===== config.mk =====
export PLATFORM = sky130hd
export DESIGN_NAME = i2s_tx_serializer
export DESIGN_NICKNAME = d
export VERILOG_FILES = /design/src/rtl/i2s_tx_serializer_pkg.sv /design/src/rtl/i2s_tx_serializer_sync_fifo.sv /design/src/rtl/i2s_tx_serializer.sv
export SDC_FILE = /design/constraint.sdc
export NUM_CORES = 1
export LEC_CHECK = 0
export BUFFER_PORTS_ARGS = -buffer_cell sky130_fd_sc_hd__buf_2
export CAP_MARGIN = 10
export CORE_MARGIN = 2
export CORE_UTILIZATION = 50
export DETAILED_ROUTE_END_ITERATION = 10
export GPL_TIMING_DRIVEN = 0
export PLACE_DENSITY = 0.74
export SLEW_MARGIN = 40
export SYNTH_ARGS = -nofsm -noshare
export SYNTH_HDL_FRONTEND = slang
export SYNTH_SLANG_ARGS = --single-unit

===== constraint.sdc =====
create_clock -name clk -period 3.98 [get_ports clk]
set_input_delay 0.796 -clock clk [delete_from_list [all_inputs] [get_ports clk]]
set_output_delay 0.796 -clock clk [all_outputs]
set_load 0.005 [all_outputs]

===== src/rtl/i2s_tx_serializer_pkg.sv =====
// Shared definitions for the I2S transmit path: channel codes, FSM states, frame helpers.
package i2s_tx_serializer_pkg;

    localparam logic I2S_LEFT  = 1'b0;
    localparam logic I2S_RIGHT = 1'b1;

    typedef enum logic [1:0] {
        ST_IDLE  = 2'd0,
        ST_START = 2'd1,
        ST_RUN   = 2'd2
    } i2s_state_t;

    function automatic int frame_width(input int dw);
        return 2 * dw;
    endfunction

    // ws switches one bit before the channel it announces, hence the shifted window.
    function automatic logic ws_for_bit(input int idx, input int dw);
        return (idx >= dw - 1 && idx <= 2 * dw - 2) ? I2S_RIGHT : I2S_LEFT;
    endfunction

endpackage


===== src/rtl/i2s_tx_serializer_sync_fifo.sv =====
// Generic single-clock FIFO; head entry is presented on pop_data while not empty.
module sync_fifo #(
    parameter int WIDTH = 32,
    parameter int DEPTH = 4
) (
    input  logic                     clk,
    input  logic                     reset,
    input  logic                     push,
    input  logic [WIDTH-1:0]         push_data,
    input  logic                     pop,
    output logic [WIDTH-1:0]         pop_data,
    output logic                     full,
    output logic                     empty,
    output logic [$clog2(DEPTH):0]   level
);
    localparam int AW = $clog2(DEPTH);

    logic [WIDTH-1:0] mem [DEPTH];
    logic [AW-1:0]    wr_ptr_reg;
    logic [AW-1:0]    rd_ptr_reg;
    logic [AW:0]      level_reg;
    logic             push_ok;
    logic             pop_ok;

    assign full     = (level_reg == (AW + 1)'(DEPTH));
    assign empty    = (level_reg == '0);
    assign level    = level_reg;
    assign push_ok  = push && !full;
    assign pop_ok   = pop && !empty;
    assign pop_data = mem[rd_ptr_reg];

    always_ff @(posedge clk) begin
        if (push_ok) begin
            mem[wr_ptr_reg] <= push_data;
        end
    end

    always_ff @(posedge clk) begin
        if (reset) begin
            wr_ptr_reg <= '0;
            rd_ptr_reg <= '0;
            level_reg  <= '0;
        end else begin
            if (push_ok) begin
                wr_ptr_reg <= wr_ptr_reg + 1'b1;
            end
            if (pop_ok) begin
                rd_ptr_reg <= rd_ptr_reg + 1'b1;
            end
            case ({push_ok, pop_ok})
                2'b10:   level_reg <= level_reg + (AW + 1)'(1);
                2'b01:   level_reg <= level_reg - (AW + 1)'(1);
                default: level_reg <= level_reg;
            endcase
        end
    end

endmodule


===== src/rtl/i2s_tx_serializer.sv =====
// I2S transmitter: buffers stereo frames, divides clk to sck and shifts frames out MSB first.
module i2s_tx_serializer
    import i2s_tx_serializer_pkg::*;
#(
    parameter int DW         = 16,
    parameter int FIFO_DEPTH = 4,
    parameter int DIV_W      = 32
) (
    input  logic                         clk,
    input  logic                         reset,
    input  logic                         enable,
    input  logic [DIV_W-1:0]             clk_div,
    input  logic                         sample_valid,
    input  logic [2*DW-1:0]              sample_data,
    output logic                         sample_ready,
    output logic [$clog2(FIFO_DEPTH):0]  fifo_level,
    output logic                         underrun,
    output logic                         busy,
    output logic                         i2s_sck,
    output logic                         i2s_ws,
    output logic                         i2s_sd
);
    localparam int FW = frame_width(DW);
    localparam int BW = $clog2(FW);
    localparam logic [BW-1:0] LAST_IDX = BW'(FW - 1);

    i2s_state_t       state_reg, state_next;
    logic [DIV_W-1:0] div_cnt_reg, div_cnt_next;
    logic [BW-1:0]    bit_idx_reg, bit_idx_next;
    logic [FW-1:0]    shreg_reg, shreg_next;
    logic             sck_reg, sck_next;
    logic             ws_reg, ws_next;
    logic             sd_reg, sd_next;
    logic             underrun_reg, underrun_next;
    logic             fifo_pop;
    logic             fifo_full;
    logic             fifo_empty;
    logic [FW-1:0]    fifo_data;
    logic             div_tick;
    logic             fall_tick;

    sync_fifo #(
        .WIDTH (FW),
        .DEPTH (FIFO_DEPTH)
    ) u_fifo (
        .clk       (clk),
        .reset     (reset),
        .push      (sample_valid),
        .push_data (sample_data),
        .pop       (fifo_pop),
        .pop_data  (fifo_data),
        .full      (fifo_full),
        .empty     (fifo_empty),
        .level     (fifo_level)
    );

    assign div_tick  = (state_reg == ST_RUN) && (div_cnt_reg == clk_div);
    assign fall_tick = div_tick && sck_reg;

    always_ff @(posedge clk) begin
        if (reset) begin
            state_reg    <= ST_IDLE;
            div_cnt_reg  <= '0;
            bit_idx_reg  <= '0;
            shreg_reg    <= '0;
            sck_reg      <= 1'b0;
            ws_reg       <= 1'b0;
            sd_reg       <= 1'b0;
            underrun_reg <= 1'b0;
        end else begin
            state_reg    <= state_next;
            div_cnt_reg  <= div_cnt_next;
            bit_idx_reg  <= bit_idx_next;
            shreg_reg    <= shreg_next;
            sck_reg      <= sck_next;
            ws_reg       <= ws_next;
            sd_reg       <= sd_next;
            underrun_reg <= underrun_next;
        end
    end

    always_comb begin
        state_next    = state_reg;
        div_cnt_next  = div_cnt_reg;
        bit_idx_next  = bit_idx_reg;
        shreg_next    = shreg_reg;
        sck_next      = sck_reg;
        ws_next       = ws_reg;
        sd_next       = sd_reg;
        underrun_next = 1'b0;
        fifo_pop      = 1'b0;
        case (state_reg)
            ST_IDLE: begin
                sck_next     = 1'b0;
                ws_next      = 1'b0;
                sd_next      = 1'b0;
                div_cnt_next = '0;
                bit_idx_next = '0;
                if (enable && !fifo_empty) begin
                    state_next = ST_START;
                end
            end
            ST_START: begin
                fifo_pop     = 1'b1;
                shreg_next   = fifo_data;
                sd_next      = fifo_data[FW-1];
                ws_next      = I2S_LEFT;
                sck_next     = 1'b0;
                bit_idx_next = '0;
                div_cnt_next = '0;
                state_next   = ST_RUN;
            end
            ST_RUN: begin
                if (div_tick) begin
                    div_cnt_next = '0;
                    sck_next     = !sck_reg;
                end else begin
                    div_cnt_next = div_cnt_reg + DIV_W'(1);
                end
                if (fall_tick) begin
                    if (bit_idx_reg != LAST_IDX) begin
                        bit_idx_next = bit_idx_reg + 1'b1;
                        shreg_next   = shreg_reg << 1;
                        sd_next      = shreg_reg[FW-2];
                    end else if (!enable) begin
                        // Frame boundary with the run bit cleared: park, keep queued frames.
                        state_next   = ST_IDLE;
                        sd_next      = 1'b0;
                        bit_idx_next = '0;
                    end else if (!fifo_empty) begin
                        fifo_pop     = 1'b1;
                        shreg_next   = fifo_data;
                        sd_next      = fifo_data[FW-1];
                        bit_idx_next = '0;
                    end else begin
                        shreg_next    = '0;
                        sd_next       = 1'b0;
                        bit_idx_next  = '0;
                        underrun_next = 1'b1;
                    end
                    ws_next = ws_for_bit(int'(bit_idx_next), DW);
                end
            end
            default: begin
                state_next = ST_IDLE;
            end
        endcase
    end

    assign sample_ready = !fifo_full;
    assign underrun     = underrun_reg;
    assign busy         = (state_reg == ST_START) || (state_reg == ST_RUN);
    assign i2s_sck      = sck_reg;
    assign i2s_ws       = ws_reg;
    assign i2s_sd       = sd_reg;

endmodule


### After elaboration in Yosys (flattened, before gate mapping)

Memories as Yosys holds them, arrays and structs flattened. A register that Yosys moved wholly into a read port is not among the register bits.
Index checks and enable logic that the tools add are counted.

* add/sub/neg operators: 6
* $mul: 0
* divide/modulo/power cells: 0
* magnitude comparators: 2
* eq/ne operators: 13
* shift operators: 0
* muxes and demuxes: 38
* bitwise operators: 3
* reductions and logical operators: 23

Operator list (count)
* $mux 31: 4
* $pmux 32 s2: 1
* $pmux 31 s2: 1
* $add 32x1->32 const B: 1
* $eq 32x32->1: 1
* $mux 32: 1
* $mux 5: 4
* $mux 1: 14
* $mux 2: 6
* $ne 2x2->1 const B: 5
* $pmux 5 s2: 1
* $logic_and 1x1->1: 6
* $pmux 1 s2: 3
* $pmux 2 s3: 1
* $pmux 3 s2: 1
* $reduce_and 2->1: 3
* $reduce_bool 2->1: 3
* $add 5x1->5 const B: 1
* $ge 5x4->1 const B: 1
* $le 5x5->1 const B: 1
* $ne 5x5->1 const B: 1
* $reduce_or 5->1: 1
* $add 2x1->2 const B: 2
* $eq 2x1->1 const B: 2
* 15 further kinds: 20

* register bits after elaboration: 81
* bits in latches: 0
* bits in writable memories: 128
* ROM bits: 0
* input bits: 68
* output and inout bits: 9
* word-level logic and storage cells: 97
* memories: 1

Memory list
* u_fifo.mem: depth 4, width 32, rd ports 1, clocked after memory_dff 1, write ports 1, line i2s_tx_serializer_sync_fifo.sv:18 `logic [WIDTH-1:0] mem [DEPTH];`

### Longest topological paths before layout

Gate-level depths: netlist of the first run.

* depth after elaboration: 10
* gate-level depth with buffers: 13
* mapped depth without buffers: 13

### Hierarchy

From an unflattened synthesis of the first run, not the netlist that was laid out.

* cells, all modules: 679
* area, all modules: 9230.1 µm²

Modules (own cells, without submodules)
* sync_fifo: instances 1, cells each 221, area an instance 5143.7 µm², sequential area each 4023.9 µm²
* i2s_tx_serializer: instances 1, cells each 458, area an instance 4086.4 µm², sequential area each 1481.4 µm²

### Worst setup path before layout of the first run

Ideal clock, no wire load.

* path kind: input -> register
* start point: input port clk_div[31]
* end point: register u_fifo.level_reg[2] (netlist: u_fifo.level[2])
* library setup time: 70 ps
* data arrival time: 2978 ps
* required time: 3910 ps
* path slack: 931 ps
* stages on the path: 11
* buffers on the path: 0
* cell sequence: xnor2_1 nand4_1 nor4_4 a41oi_1 nor2_1 ha_1 inv_1 fa_1 xor2_1 or3_1 a21oi_1

* cells in the longest elaborated chain, start to end: 8
* elaborated cells on any way between the ends: 10
* classes of those cells: eq/ne: 3; mux: 3; reduce/logical: 4

Ends and longest elaborated chain
* from (decl): line i2s_tx_serializer.sv:12 `input logic [DIV_W-1:0] clk_div,`
* $eq 32x32->1 *: line i2s_tx_serializer.sv:57 `assign div_tick = (state_reg == ST_RUN) && (div_cnt_reg == clk_div);`
* $logic_and 1x1->1 *: line i2s_tx_serializer.sv:57
* $logic_and 1x1->1 *: line i2s_tx_serializer.sv:58 `assign fall_tick = div_tick && sck_reg;`
* $mux 1 *: line i2s_tx_serializer.sv:120 `if (fall_tick) begin`
* $pmux 1 s2 *: line i2s_tx_serializer.sv:92 `case (state_reg)`
* $logic_and 1x1->1 *: line i2s_tx_serializer_sync_fifo.sv:29 `assign pop_ok = pop && !empty;`
* via u_fifo.pop_ok: line i2s_tx_serializer_sync_fifo.sv:23 `logic pop_ok;`
* $eq 2x1->1 or $eq 2x2->1 (tied branches): line i2s_tx_serializer_sync_fifo.sv:50 `case ({push_ok, pop_ok})`
* $pmux 3 s2 or $reduce_bool 2->1 (tied branches)
* to (signal assigned): line i2s_tx_serializer_sync_fifo.sv:51 `2'b10: level_reg <= level_reg + (AW + 1)'(1);`
* to (signal assigned): line i2s_tx_serializer_sync_fifo.sv:52 `2'b01: level_reg <= level_reg - (AW + 1)'(1);`
* to (signal assigned): line i2s_tx_serializer_sync_fifo.sv:53 `default: level_reg <= level_reg;`
* to (decl): line i2s_tx_serializer_sync_fifo.sv:21 `logic [AW:0] level_reg;`

Mark *: on every way through the listed nets, which the timed path passes. The rest lies on a longest branch.
A chain may end at the register's enable or synchronous reset.

### Final worst setup path of the first run

* start point: register div_cnt_reg[9]
* end point: register u_fifo.level_reg[2] (netlist: u_fifo.level[2])

* cells in the longest elaborated chain, start to end: 8
* elaborated cells on any way between the ends: 10
* classes of those cells: eq/ne: 3; mux: 3; reduce/logical: 4

Ends and longest elaborated chain
* from (decl): line i2s_tx_serializer.sv:28 `logic [DIV_W-1:0] div_cnt_reg, div_cnt_next;`
* from (signal assigned): line i2s_tx_serializer.sv:72 `div_cnt_reg <= div_cnt_next;`
* $eq 32x32->1 *: line i2s_tx_serializer.sv:57
* $logic_and 1x1->1 *: line i2s_tx_serializer.sv:57
* $logic_and 1x1->1 *: line i2s_tx_serializer.sv:58
* $mux 1 *: line i2s_tx_serializer.sv:120
* $pmux 1 s2 *: line i2s_tx_serializer.sv:92
* $logic_and 1x1->1 *: line i2s_tx_serializer_sync_fifo.sv:29
* via u_fifo.pop_ok: line i2s_tx_serializer_sync_fifo.sv:23
* $eq 2x1->1 or $eq 2x2->1 (tied branches): line i2s_tx_serializer_sync_fifo.sv:50
* $pmux 3 s2 or $reduce_bool 2->1 (tied branches)

Marks and branches as above.

==> summary.txt, run 1 <==
Yosys
  – Post-synth top area share: ~42%
  – Largest area contributor in the synthesized netlist: sky130_fd_sc_hd__edfxtp_1
  – Number of synthesized flops with an enable pin: ~130
  – Unique cell type count in the Yosys netlist: 50
  – Sequential area share after synthesis: between 60% and 70%
  – Synthesized net count: roughly 750
  – FFs w/ async S/R, synth: 0%
  – Most used flip-flop cell after synthesis: sky130_fd_sc_hd__edfxtp_1
  – Cell count after synthesis: around 660
  – Cells taking the most area after synthesis: sky130_fd_sc_hd__edfxtp_1 (42%), sky130_fd_sc_hd__dfxtp_1 (18%), sky130_fd_sc_hd__mux4_2 (7.9%)
  – Flops & latches, synth: 211
  – Commonest cells in the synthesized netlist: sky130_fd_sc_hd__edfxtp_1 (128), sky130_fd_sc_hd__dfxtp_1 (83), sky130_fd_sc_hd__nor2_1 (45)
  – Post-Syn Area per Cell: around 14 µm²
  – Number of warnings printed during yosys synthesis: 0
  – Cell area after synthesis: 0.00908 mm²
  – Cell with the most instances after synthesis: sky130_fd_sc_hd__edfxtp_1

Pwr
  – Power density normalized to cell area: ~490 mW/mm²
  – Total Power: roughly 5.1 mW
  – Peak supply drop: ~0.37 mV
  – Leak: between 3 and 4 nW

Detailed routing
  – Met1 routed wirelength after detailed routing: 7470 µm
  – Routed length on met2: 9470 µm
  – DR WL met3: 1110 µm
  – Average vias per placed instance: about 5.6
  – Iteration-0 DRC Markers: ~270
  – Final antenna-violating net count: 0
  – Count of vias placed by the detailed router: 5684
  – Number of detailed-routing iterations run before antenna repair: 5
  – Post-detailed-route DRC marker count: 0
  – DR top layer: met4
  – Routed WL per cell: 18.3 µm
  – Total detailed-routing wirelength: between 15000 and 20000 µm

Critical path
  – Sum of buffers and inverters on the critical path: 1
  – Dominant delay contributor by cell family on the critical path: simple AND/OR/NAND/NOR gates
  – Critical path startpoint category: flip-flop
  – Crit end category: flip-flop
  – Worst path cell trace: xnor2_1 -> nand4_1 -> nor4_2 -> a41oi_1 -> nor2_1 -> ha_1 -> inv_1 -> fa_1 -> xor2_1 -> or3_1 -> a21oi_1
  – Required time at the worst-slack endpoint: between 4 and 5 ns
  – CP max-delay cell: sky130_fd_sc_hd__nor4_2
  – Worst endpoint data arrival time: between 3 and 4 ns
  – Biggest cell delay along the critical path: 0.53 ns
  – Crit path max fanout: 6
  – Critical path start-end classification: reg2reg
  – Worst Reg-to-Reg Cells: 11
  – Critical Path Stages: 11

Global route
  – Antenna violations before repair: 2
  – Number of global-route vias before repair: 5890
  – Overflow left after global routing: 0
  – Maximum number of pins on one net before global-route repair: 33
  – Gr usage total: just under 20%
  – First-pass GRT wire length: between 20000 and 30000 µm

Final layout
  – Share of cells above drive strength 1: 25.9%
  – Synthesis-to-finish area growth: 16.2%
  – Final core occ: around three fifths
  – Layout fillers: ~1400
  – Max reg flops: 128
  – Net count, final: 844

Placement
  – Buffers on Ports: 75
  – Post-detailed-placement half-perimeter wirelength: 12600 µm
  – Final weighted congestion in routability-driven placement: about 0.92

CTS
  – Count of hold buffers inserted by post-cts repair: 0
  – Number of resized instances in the post-cts repair step: 0
  – Worst-Skew Late Latency: about 0.52 ns
  – Clock H-tree levels: 1
  – Bufs on Longest Clock Path: 3
  – Setup fix buffers added after clock tree synthesis: 0
  – Register clock-pin slew on the reported worst setup and hold paths: 0.06 ns
  – Clock tree from TritonCTS: yes
  – Clock Sink Count: approximately 210
  – Inserted Clock Buffers: 22
  – Root buffer selected by CTS: sky130_fd_sc_hd__clkbuf_16

STA
  – Worst Skew: roughly 0.023 ns
  – Transition time at the pin with the least slew margin: about 0.7 ns
  – Final TNS setup: 0 ns
  – Achievable clock frequency: about 310 MHz
  – Unrepaired setup endpoints after global routing: false
  – Final Hold Viols: 0
  – Max-slew violation total from the final report: 0
  – Post-route fraction of the period consumed by the critical path: ~80%
  – Final Critical Period: ~3.2 ns
  – Worst rel slew slack: between 50 and 60%
  – Endpoints failing setup: 0

Floorplanning
  – Die footprint: 0.0193 mm²
  – Core region area: ~0.018 mm²
  – Vertical extent of the die: about 140 µm
  – Top Ports: 77
  – Initial core utilization: between 50 and 60%
  – Width of the chip: roughly 140 µm
  – Core Rows: just under 50

Status
  – Run status: complete, no violations

Worst hold path
  – Hold Path Cell Cnt: 2
  – Path category of the worst min-delay check: reg2reg

Flow run
  – Max capacitance violation total: 0
layer usage:
metal / global-route usage, % / up-vias
met3: 3.94 / 39
li1: - / 2705
met5: 0 / -
met4: 5.85 / 0
met1: 23.7 / 2756
met2: 34.4 / 184
per-stage QoR:
stage               hold WS (ns)  instances  instance area [µm²]  setup WS (ns)
floorplan                  0.443        664                 9080          0.931
global placement           0.455        968                 9740          0.451
detailed placement         0.465        968                 9760          0.399
CTS                        0.471       1008                10500          0.833
global route               0.485       1009                10500          0.560
finish                     0.470       1010                10500          0.790
cell usage in the layout, fill, tap and decap left out, types with 6 or more instances in the layout:
master	n
sky130_fd_sc_hd__a211oi_2	29
sky130_fd_sc_hd__a21oi_1	14
sky130_fd_sc_hd__a22oi_1	30
sky130_fd_sc_hd__and2_1	6
sky130_fd_sc_hd__and3_1	6
sky130_fd_sc_hd__buf_2	89
sky130_fd_sc_hd__clkbuf_1	23
sky130_fd_sc_hd__clkbuf_16	22
sky130_fd_sc_hd__dfxtp_1	83
sky130_fd_sc_hd__edfxtp_1	128
sky130_fd_sc_hd__ha_1	12
sky130_fd_sc_hd__inv_1	10
sky130_fd_sc_hd__mux4_2	32
sky130_fd_sc_hd__nand2_1	23
sky130_fd_sc_hd__nand2b_1	6
sky130_fd_sc_hd__nand3_1	22
sky130_fd_sc_hd__nand4_1	14
sky130_fd_sc_hd__nor2_1	45
sky130_fd_sc_hd__nor2b_1	8
sky130_fd_sc_hd__nor3_1	39
sky130_fd_sc_hd__o21ai_0	8
sky130_fd_sc_hd__xnor2_1	41
sky130_fd_sc_hd__xor2_1	27
cells by family after synthesis:
family,share of synthesized area (%)
flip-flops,60.6
XOR/XNOR,6.56
buffers and inverters,2.59
AND/OR/NAND/NOR,11.5
adder cells (fa/ha/maj),1.87
multiplexers,8.41
AO/OA/AOI/OAI,8.46
report_power, final:
group | internal (mW) | total [mW] | switching (mW)
clock | 1.30 | 2.14 | 0.843
sequential | 2.45 | 2.50 | 0.0529
combinational | 0.213 | 0.493 | 0.280
final cells by class:
| type | count | area, µm² | area share [%] |
|---|---|---|---|
| Antenna cell | 2 | 5.00 | 0.0475 |
| Buffer | 39 | 198 | 1.87 |
| Clock buffer | 30 | 621 | 5.89 |
| Clock inverter | 10 | 159 | 1.51 |
| Inverter | 10 | 37.5 | 0.356 |
| Multi-Input combinational cell | 404 | 3360 | 31.8 |
| Sequential cell | 211 | 5510 | 52.2 |
| Tap cell | 229 | 287 | 2.72 |
| Timing Repair Buffer | 75 | 375 | 3.56 |
final timing paths:
kind                   from               to  slack [ns]
max          div_cnt_reg[9]  u_fifo.level[2]        0.79
min                  i2s_ws           i2s_ws        0.47
max reg2reg  div_cnt_reg[9]  u_fifo.level[2]        0.79
min reg2reg          i2s_ws           i2s_ws        0.47
worst reg2reg max path: stages (launching register included):
cell and delay, ns:
sky130_fd_sc_hd__dfxtp_1 0.46, sky130_fd_sc_hd__xnor2_1 0.17, sky130_fd_sc_hd__nand4_1 0.16, sky130_fd_sc_hd__nor4_2 0.53
sky130_fd_sc_hd__a41oi_1 0.27, sky130_fd_sc_hd__nor2_1 0.26, sky130_fd_sc_hd__ha_1 0.23, sky130_fd_sc_hd__inv_1 0.06
sky130_fd_sc_hd__fa_1 0.37, sky130_fd_sc_hd__xor2_1 0.16, sky130_fd_sc_hd__or3_1 0.30, sky130_fd_sc_hd__a21oi_1 0.14
Note: power is estimated with default switching activity, not from simulation.
==> inputs of run 2 (changes only) <==
ABC_AREA = 1   (was default)
PLACE_DENSITY = 0.73   (was 0.74)
clock period = 3.21 ns   (was 3.98 ns; I/O delays follow)
==> run 2 against run 1 <==
Net effect:
- first-iteration DRC count is 110% higher
- synthesized area is 8.6% higher
- critical path depth is 9 higher
- sequential share of layout area is 4.2 points lower
- clock power is 17% higher
- global-route usage is 3.2 points higher
- setup slack worse by 0.48 ns
- clock skew is 0.013 ns lower
==> summary.txt, run 2 <==
Status
  – Run status: complete, no violations

Critical path
  – Critical path startpoint category: flip-flop
  – Required time at the worst-slack endpoint: 3.59 ns
  – Crit path max fanout: 8
  – Worst endpoint data arrival time: between 3 and 4 ns
  – Critical path start-end classification: reg2reg
  – Crit end category: flip-flop

CTS
  – Clock Sink Count: between 200 and 250
  – Register clock-pin slew on the reported worst setup and hold paths: 0.06 ns
  – Root buffer selected by CTS: sky130_fd_sc_hd__clkbuf_16
  – Inserted Clock Buffers: 23
  – Worst-Skew Late Latency: 0.50 ns
  – Clock H-tree levels: 1
  – Bufs on Longest Clock Path: 3
  – Count of hold buffers inserted by post-cts repair: 0
  – Clock tree from TritonCTS: yes

Pwr
  – Logic gate share of total power: between 10% and 20%
  – Sequential fraction of design power: between 40% and 50%
  – Peak supply drop: about 0.53 mV
  – Switch Pwr: 1.95 mW
  – Switching share of power: between 20% and 30%
  – Cell Int Power: between 5 and 6 mW
  – Clock share of power: around a third
  – Power density normalized to cell area: 620 mW/mm²
  – Leak: around 4.4 nW

Detailed routing
  – Average vias per placed instance: 5.38
  – Post-detailed-route DRC marker count: 0
  – Total detailed-routing wirelength: around 23000 µm
  – Routed WL per cell: around 16 µm
  – Final antenna-violating net count: 0
  – Number of detailed-routing iterations run before antenna repair: 5
  – Count of vias placed by the detailed router: 7993
  – Iteration-0 DRC Markers: 569

Yosys
  – Post-Syn Area per Cell: ~9 µm²
  – Cells taking the most area after synthesis: sky130_fd_sc_hd__edfxtp_1 (39%), sky130_fd_sc_hd__dfxtp_1 (17%), sky130_fd_sc_hd__nand2_1 (9.9%)
  – Unique cell type count in the Yosys netlist: 40
  – Cell area after synthesis: a little under 0.01 mm²
  – Commonest cells in the synthesized netlist: sky130_fd_sc_hd__nand2_1 (259), sky130_fd_sc_hd__edfxtp_1 (128), sky130_fd_sc_hd__inv_1 (123)
  – Synthesized net count: ~1200
  – Most used flip-flop cell after synthesis: sky130_fd_sc_hd__edfxtp_1
  – Cell with the most instances after synthesis: sky130_fd_sc_hd__nand2_1
  – Cell count after synthesis: between 1000 and 1500
  – Number of synthesized flops with an enable pin: ~130
  – Number of warnings printed during yosys synthesis: 0
  – Flops & latches, synth: between 200 and 250
  – Sequential area share after synthesis: 55.8%
  – FFs w/ async S/R, synth: 0%
  – Post-synth top area share: between 30% and 40%
  – Largest area contributor in the synthesized netlist: sky130_fd_sc_hd__edfxtp_1

Placement
  – Post-detailed-placement half-perimeter wirelength: 16500 µm
  – Pre-CTS setup slack: about 0.12 ns
  – Buffers on Ports: 75
  – Final weighted congestion in routability-driven placement: between 0.9 and 1

Floorplanning
  – Core region area: between 0.015 and 0.02 mm²
  – Top Ports: 77
  – Vertical extent of the die: about 140 µm
  – Die footprint: ~0.021 mm²
  – Core Rows: 51
  – Width of the chip: 144 µm
  – Initial core utilization: around half

STA
  – Achievable clock frequency: ~340 MHz
  – Max-slew violation total from the final report: 0
  – Post-route fraction of the period consumed by the critical path: 90.4%
  – Final Critical Period: between 2 and 3 ns
  – Unrepaired setup endpoints after global routing: false
  – Final Hold Viols: 0
  – Worst setup slack after layout: 0.308 ns
  – Transition time at the pin with the least slew margin: approximately 0.63 ns
  – Final TNS setup: 0 ns
  – Worst Skew: approximately 0.01 ns
  – Endpoints failing setup: 0
  – Worst rel slew slack: between 50% and 60%

Flow run
  – Max capacitance violation total: 0

Worst hold path
  – Path category of the worst min-delay check: in2reg

Final layout
  – Commonest non-fill, non-tap cells in the layout: sky130_fd_sc_hd__nand2_1 (258), sky130_fd_sc_hd__edfxtp_1 (128), sky130_fd_sc_hd__inv_1 (123)
  – Max reg flops: 128
  – Most common library cell in the layout ignoring fill and taps: sky130_fd_sc_hd__nand2_1
  – Final core occ: between 50% and 60%
  – Share of cells above drive strength 1: 13.5%
  – Synthesis-to-finish area growth: 16.3%
  – Net count, final: 1285

Global route
  – Antenna violations before repair: 2
  – Gr usage total: about 22%
  – Number of global-route vias before repair: between 7000 and 8000
  – Overflow left after global routing: 0
  – First-pass GRT wire length: 36800 µm
  – Maximum number of pins on one net before global-route repair: 18
## run 2: changes by cell type in the layout (fill, tap and decap cells not counted), sizes merged, moves of 21 or more
cell    delta
nand2    +242
inv      +125
a21oi     +83
o21ai     +52
nor2      +43
xnor2     -36
mux4      -32
o22ai     +32
a22oi     -30
a32o      +30
a211oi    -29
nor3      -21
## run 2: cell type report
cell class                      instances  area [µm²]
Multi-Input combinational cell        703        3610
Clock buffer                           31         647
Timing Repair Buffer                   84         513
Tap cell                              265         332
Clock inverter                         10        81.3
Buffer                                 46         268
Antenna cell                            1        2.50
Sequential cell                       211        5510
Fill cell                            1698        7930
Inverter                              135         507
## run 2: metal layers
| layer | wire length, µm | global-route usage (%) | part of all wire, % |
|---|---|---|---|
| met4 | 586 | 6.69 | 2.5 |
| met2 | 11400 | 39.6 | 49 |
| met1 | 10000 | 28.9 | 43 |
| met5 | 13 | 0 | 0.056 |
| met3 | 1210 | 3.01 | 5.2 |
## run 2: path summary, 6_finish.rpt
check                                     start           endpoint  slack, ns  cells past startpoint
worst max-delay path               state_reg[0]    u_fifo.level[2]       0.31                     20
worst min-delay path            sample_data[27]  u_fifo.mem[3][27]       0.35                      1
worst max register to register     state_reg[0]    u_fifo.level[2]       0.31                     20
worst min register to register    shreg_reg[13]      shreg_reg[13]       0.45                      2
## run 2: logic make-up after synthesis
logic type / share of synthesized area, %
DFF: 55.8
adders and majority gates: 1.73
xor gates and xnor gates: 1.87
AOI/OAI and AO/OA: 13.4
buffers and inverters: 7.85
and+or+nand+nor: 19.3
## run 2: power groups by stage
stage	Combinational, mW	Clock, mW	Sequential (mW)
after floorplan	0.954	0	3.29
after global placement	1.27	0	3.31
after detailed placement	1.33	0	3.31
after CTS	1.34	2.55	3.26
after global routing	1.50	2.66	3.28
final	1.35	2.51	3.26
## run 2: worst max-delay path, cell delays in order, from the launching register on
cell and delay [ns]:
sky130_fd_sc_hd__dfxtp_1 0.33, sky130_fd_sc_hd__inv_1 0.09, sky130_fd_sc_hd__ha_1 0.16, sky130_fd_sc_hd__buf_6 0.10
sky130_fd_sc_hd__inv_2 0.07, sky130_fd_sc_hd__nor2_1 0.11, sky130_fd_sc_hd__nand3_1 0.09, sky130_fd_sc_hd__nor2_1 0.09
sky130_fd_sc_hd__nand2_1 0.10, sky130_fd_sc_hd__nor2_4 0.15, sky130_fd_sc_hd__nand4_1 0.13, sky130_fd_sc_hd__nand2_2 0.13
sky130_fd_sc_hd__nand3_1 0.11, sky130_fd_sc_hd__inv_1 0.08, sky130_fd_sc_hd__ha_1 0.13, sky130_fd_sc_hd__inv_1 0.07
sky130_fd_sc_hd__fa_1 0.38, sky130_fd_sc_hd__a21oi_1 0.14, sky130_fd_sc_hd__o21ai_0 0.11, sky130_fd_sc_hd__o21ai_0 0.17
sky130_fd_sc_hd__a21oi_1 0.06
## run 2: what timing repair did
item | 4_1_cts | 5_1_grt
endpoints found under the hold margin | 0 | 0
gates resized for setup | 0 | 1
buffers inserted | 0 | 3
endpoints found under the setup margin | 0 | 1
## run 2: stage by stage
step | hold WS, ns | std cells | power (mW) | area (µm²)
after global placement | 0.440 | 1435 | 4.58 | 10600
after CTS | 0.337 | 1482 | 7.15 | 11400
after detailed placement | 0.446 | 1441 | 4.64 | 10700
after floorplan | 0.428 | 1095 | 4.25 | 9860
after global routing | 0.339 | 1485 | 7.44 | 11500
final | 0.351 | 1486 | 7.11 | 11500
